`src/rtl/keypad_entry_pkg.sv`:
```
// Shared constants for the keypad entry front end of the countdown timer:
// FSM encoding, BCD digit geometry and debounce defaults.
package keypad_entry_pkg;

  localparam int BCD_W          = 4;
  localparam int NUM_DIGITS     = 4;
  localparam int NUM_DIGIT_KEYS = 10;
  localparam int DEB_CYCLES_DEF = 4;

  localparam logic [BCD_W-1:0] SEC_TENS_MAX = 4'd5;

  localparam logic [1:0] ST_IDLE  = 2'd0;
  localparam logic [1:0] ST_ENTRY = 2'd1;
  localparam logic [1:0] ST_LOAD  = 2'd2;
  localparam logic [1:0] ST_RUN   = 2'd3;

endpackage

```
`src/rtl/keypad_entry_debounce.sv`:
```
// Single-input debouncer: accepts a level change after DEB_CYCLES consecutive
// samples that differ from the current debounced level; pulses press on a rise.
module key_debounce
  import keypad_entry_pkg::*;
#(
  parameter int DEB_CYCLES = DEB_CYCLES_DEF
) (
  input  logic clk,
  input  logic clr,
  input  logic raw,
  output logic level,
  output logic press
);

  localparam int CW = (DEB_CYCLES > 1) ? $clog2(DEB_CYCLES) : 1;

  logic [CW-1:0] cnt;

  // cnt holds how many consecutive samples have disagreed with level so far
  always_ff @(posedge clk) begin
    if (clr) begin
      cnt   <= '0;
      level <= 1'b0;
      press <= 1'b0;
    end else if (raw != level) begin
      if (cnt == CW'(DEB_CYCLES - 1)) begin
        cnt   <= '0;
        level <= raw;
        press <= raw;
      end else begin
        cnt   <= cnt + 1'b1;
        press <= 1'b0;
      end
    end else begin
      cnt   <= '0;
      press <= 1'b0;
    end
  end

endmodule

```
`src/rtl/keypad_entry.sv`:
```
// Keypad entry controller: debounces digit/start/cancel keys, assembles an
// MM:SS BCD value and loads/starts the downstream timer counter chain.
module keypad_entry
  import keypad_entry_pkg::*;
#(
  parameter int DEB_CYCLES = DEB_CYCLES_DEF
) (
  input  logic        clk,
  input  logic        clr,
  input  logic [9:0]  keys,
  input  logic        key_start,
  input  logic        key_cancel,
  input  logic        timer_zero,
  output logic [15:0] data,
  output logic        loadn,
  output logic        load_en,
  output logic        run,
  output logic        err
);

  logic [11:0] raw, level, press;
  assign raw = {key_cancel, key_start, keys};

  for (genvar i = 0; i < 12; i++) begin : g_deb
    key_debounce #(.DEB_CYCLES(DEB_CYCLES)) u_deb (
      .clk   (clk),
      .clr   (clr),
      .raw   (raw[i]),
      .level (level[i]),
      .press (press[i])
    );
  end

  logic             ev_cancel, ev_start, ev_digit;
  logic [BCD_W-1:0] digit;

  assign ev_cancel = press[11];
  assign ev_start  = press[10];
  // A press only counts as a digit when it is the sole digit key held down
  assign ev_digit  = (|press[NUM_DIGIT_KEYS-1:0]) && $onehot(level[NUM_DIGIT_KEYS-1:0]);

  always_comb begin
    digit = '0;
    for (int i = 0; i < NUM_DIGIT_KEYS; i++) begin
      if (level[i]) digit = BCD_W'(i);
    end
  end

  logic [1:0]  state, state_nx;
  logic [2:0]  digit_cnt, cnt_nx;
  logic [15:0] data_nx;
  logic        err_nx;
  logic        start_bad;

  assign start_bad = (data == 16'h0000) || (data[2*BCD_W-1:BCD_W] > SEC_TENS_MAX);

  always_comb begin
    state_nx = state;
    data_nx  = data;
    cnt_nx   = digit_cnt;
    err_nx   = 1'b0;
    case (state)
      ST_IDLE: begin
        if (ev_digit) begin
          state_nx = ST_ENTRY;
          data_nx  = {12'h000, digit};
          cnt_nx   = 3'd1;
        end
      end
      ST_ENTRY: begin
        if (ev_cancel) begin
          state_nx = ST_IDLE;
          data_nx  = '0;
          cnt_nx   = '0;
        end else if (ev_start) begin
          if (start_bad) err_nx = 1'b1;
          else           state_nx = ST_LOAD;
        end else if (ev_digit) begin
          data_nx = {data[15-BCD_W:0], digit};
          if (digit_cnt != 3'(NUM_DIGITS)) cnt_nx = digit_cnt + 3'd1;
        end
      end
      ST_LOAD: state_nx = ST_RUN;
      default: begin
        if (ev_cancel || timer_zero) begin
          state_nx = ST_IDLE;
          data_nx  = '0;
          cnt_nx   = '0;
        end
      end
    endcase
  end

  // Outputs are registered from the next-state decode so they line up with state
  always_ff @(posedge clk) begin
    if (clr) begin
      state     <= ST_IDLE;
      data      <= '0;
      digit_cnt <= '0;
      loadn     <= 1'b1;
      load_en   <= 1'b0;
      run       <= 1'b0;
      err       <= 1'b0;
    end else begin
      state     <= state_nx;
      data      <= data_nx;
      digit_cnt <= cnt_nx;
      loadn     <= (state_nx != ST_LOAD);
      load_en   <= (state_nx == ST_LOAD);
      run       <= (state_nx == ST_RUN);
      err       <= err_nx;
    end
  end

endmodule
```
`config.mk`:
```
export PLATFORM = sky130hd
export DESIGN_NAME = keypad_entry
export DESIGN_NICKNAME = d
export VERILOG_FILES = /design/src/rtl/keypad_entry_pkg.sv /design/src/rtl/keypad_entry_debounce.sv /design/src/rtl/keypad_entry.sv
export SDC_FILE = /design/constraint.sdc
export NUM_CORES = 1
export LEC_CHECK = 0
export ABC_AREA = 1
export CAP_MARGIN = 25
export CORE_MARGIN = 3
export CORE_UTILIZATION = 55
export DETAILED_ROUTE_END_ITERATION = 16
export PLACE_DENSITY = 0.82
export SYNTH_ARGS = -nofsm -noshare
export SYNTH_HDL_FRONTEND = slang
export SYNTH_SLANG_ARGS = --single-unit
```
`constraint.sdc`:
```
create_clock -name clk -period 5.1 [get_ports clk]
set_input_delay 0.51 -clock clk [delete_from_list [all_inputs] [get_ports clk]]
set_output_delay 0.51 -clock clk [all_outputs]
set_load 0.005 [all_outputs]
```
==> out/summary.txt <==
Status: complete, no violations
PwrDens: 294 nW/um^2
Period utilization: 75.4%
Layout cells sized above 1: 9.58%
Critical path depth: 16
Number of synthesized flops with an enable pin: 0
CP max stage cell: fa_1
Vias in the first global route: 2,389
Final core utilization: 69.5%
Syn nets: 423
Clock skew: 0.00494 ns
CTS hold repair buffers: 0
Worst-path cell chain: fa_1 > fa_1 > inv_1 > fa_1 > inv_1 > ha_1 > inv_1 > fa_1 > nand2_1 > nor2_4 > nand2_2 > o21ai_4 > nand2_4 > inv_4 > nor2_1 > nor2_1
Final hold violation count: 0
Synth area leader: dfxtp_1
Num CTS Buffers: 9
TritonCTS clock tree: yes
Worst setup path startpoint: g_deb[1].u_deb.level$_SDFFE_PP0P_
Synth Area in XOR/XNOR: 0.284%
FF/Latch Area: 1400 um^2
Area delta synth->final: 18.6%
Detailed placement HPWL: 4270 um
Synth Area in Compound Gates: 12.8%
Peak VDD IR: 0.168 mV
H-Tree Depth: 3
Clock root cell: clkbuf_8
Multi-input gate area: 1390 um^2
Hold Path Class: reg -> reg
Total power draw: 0.00108 W
Mean area per synthesized cell: 7.96 um^2
Fillers: 458
Startpoint types: register
Worst-Margin Slew: 0.785 ns
WHS: 0.417 ns
Endpoint type of the worst setup path: register
Synth top area cells: dfxtp_1 45%, nor2_1 9.6%, inv_1 7.5%
Pre-CTS setup slack: 1.31 ns
FF+latch count, synth: 70
Post-route DRC: 0
Post-CTS Resized: 0
Final ANT Viol Nets: 0
Setup CP Type: reg -> reg
Largest net degree at the start of global routing: 23
Mapped Area: 3090 um^2
First-pass GRT wire length: 10,000 um
Post-synthesis cell count: 388
Yosys top cell area share: 45.4%
R2r startpoint: g_deb[1].u_deb.level$_SDFFE_PP0P_
Post-Synth Simple-Gate Area: 22.3%
Num ports: 35
Post-route setup TNS: 0 ns
Sequential fraction of the synthesis area: 45.4%
Asr flop ratio synth: 0%
WP buf/inv: 4
Ys flop type: dfxtp_1
Critical Path RT: 5.38 ns
Clock sinks: 70
Vias: 2,518
Reg2Reg Depth: 16
RSZ-0062 raised after global routing: false
CP top delay family: adder cells
Reg2Reg Capture Point: data[15]$_SDFFE_PP0P_
Slew Viols, Final: 0
Core Area: 5270 um^2
Vias/cell: 5.06
Die X: 80.9 um
Nets: 461
Total gr overflow: 0
Post CTS Setup Buffer Count: 0
Largest family of logic cells by synthesized area: simple AND/OR/NAND/NOR gates
Multiplexer area fraction after synthesis: 0%
Crit path to: data[15]$_SDFFE_PP0P_
Clock Tree Buf Depth: 2
Top cell by count, worst path: fa_1
Adder-cell area share of the yosys netlist: 9.56%
Rel. slew slack: 47.5%
Die outline height: 80.9 um
Slowest cell delay on critical path: 0.55 ns
Initial Utilization: 58.6%
Arrival time at the worst endpoint: 4.13 ns
I/O Buffers: 34
Clock transition at path regs: 0.07 ns
Initial DRT Pass Iterations: 4
Final setup viols: 0
Tot GR Track Use: 19.9%
Latest clock arrival within the worst-skew pair: 0.34 ns
Detailed router's first-iteration violation count: 157
Antenna cells: 0
Fmax: 260 MHz
LEAKAGE: 1.50 nW
Worst reg-to-reg setup slack: 1.25 ns
Routed Wire Length: 5810 um
Final min period: 3.85 ns
Wire length per cell: 11.7 um
Library cells used by synthesis: 29
Initial antenna violation count: 0
Synth warnings: 0
Min setup slack post-route: 1.25 ns
Crit path max fanout: 17
GP Congestion: 0.882
Die ar.: 6550 um^2
# rows: 26
Max Cap Violations: 0
==> metal layers <==
layer | routed length, um | vias to the layer above | GRT usage [%]
li1 | - | 1298 | -
met1 | 2610 | 1159 | 23.2
met2 | 2800 | 49 | 33.2
met3 | 265 | 12 | 5.21
met4 | 129 | 0 | 11.3
met5 | 0 | - | 0
==> cell usage after synthesis (2+ instances only) <==
library cell / n
nand4_1: 2
nor2_2: 12
nand2_1: 33
o211ai_1: 11
o21ai_0: 21
ha_1: 14
inv_1: 62
clkbuf_1: 4
dfxtp_1: 70
nor2_1: 79
o21ai_1: 6
a21oi_2: 2
fa_1: 6
nand3_1: 17
nor2_4: 3
a21oi_1: 29
nand2_2: 5
==> cell usage in the layout, fill, tap and decap left out <==
cell type / count
o21ai_0: 21
nor2_4: 3
nand3_1: 17
fa_1: 6
nand2_2: 5
o211ai_1: 11
inv_2: 1
nand4_1: 2
ha_1: 14
inv_1: 62
bufinv_16: 1
and2_1: 1
a21oi_1: 29
dfxtp_1: 70
clkbuf_8: 12
nor4_1: 1
xor2_1: 1
or2_2: 1
nor2_2: 12
nor2_1: 79
inv_4: 1
buf_4: 1
o21ai_4: 1
clkdlybuf4s50_1: 34
o21ai_1: 6
nand2_1: 33
a21oi_2: 2
nand2_4: 1
==> state kept, by name (all words and copies together) (netlist names) <==
| name | flops |
|---|---|
| loadn | 1 |
| g_deb.u_deb.cnt | 24 |
| run | 1 |
| g_deb.u_deb.level | 12 |
| state | 2 |
| g_deb.u_deb.press | 12 |
| err | 1 |
| data | 16 |
| load_en | 1 |
==> kinds of logic after synthesis <==
kind of cell               count (synthesis)
adders and majority gates                 20
DFF                                       70
AOI/OAI and AO/OA                         70
and+or+nand+nor                          155
xor gates and xnor gates                   1
buffers and inverters                     72
==> stage by stage <==
step / instance area [um^2] / instances
3_5_place_dp: 3470 / 485
4_1_cts: 3660 / 498
6_report: 3660 / 498
2_1_floorplan: 3090 / 388
5_1_grt: 3660 / 498
3_3_place_gp: 3470 / 485
==> worst min-delay path by stage <==
stage | from | endpoint | slack (ns) | depth (start not counted)
global route | g_deb[2].u_deb.cnt[0]$_SDFF_PP0_ | g_deb[2].u_deb.cnt[0]$_SDFF_PP0_ | 0.44 | 1
detailed placement | g_deb[8].u_deb.cnt[0]$_SDFF_PP0_ | g_deb[8].u_deb.cnt[0]$_SDFF_PP0_ | 0.41 | 1
global placement | g_deb[10].u_deb.cnt[0]$_SDFF_PP0_ | g_deb[10].u_deb.cnt[0]$_SDFF_PP0_ | 0.41 | 1
floorplan | g_deb[9].u_deb.cnt[0]$_SDFF_PP0_ | g_deb[9].u_deb.cnt[0]$_SDFF_PP0_ | 0.40 | 1
finish | g_deb[2].u_deb.cnt[0]$_SDFF_PP0_ | g_deb[2].u_deb.cnt[0]$_SDFF_PP0_ | 0.42 | 1
CTS | g_deb[8].u_deb.cnt[0]$_SDFF_PP0_ | g_deb[8].u_deb.cnt[0]$_SDFF_PP0_ | 0.42 | 1
==> final cells by class <==
| class | instances | area share (%) |
|---|---|---|
| flip-flops and latches | 70 | 38.3 |
| multi-input cells | 246 | 37.9 |
| repair buffers | 35 | 9.49 |
| inverters | 64 | 6.63 |
| clock buffers | 12 | 4.51 |
| well taps | 70 | 2.39 |
| clock inverters | 1 | 0.820 |
==> power by group <==
part	internal, W	switching, W
Sequential	0.000559	0.00000695
Combinational	0.0000293	0.0000412
Clock	0.000258	0.000182
Total	0.000846	0.000230
Note: power is estimated with default switching activity, not from simulation.
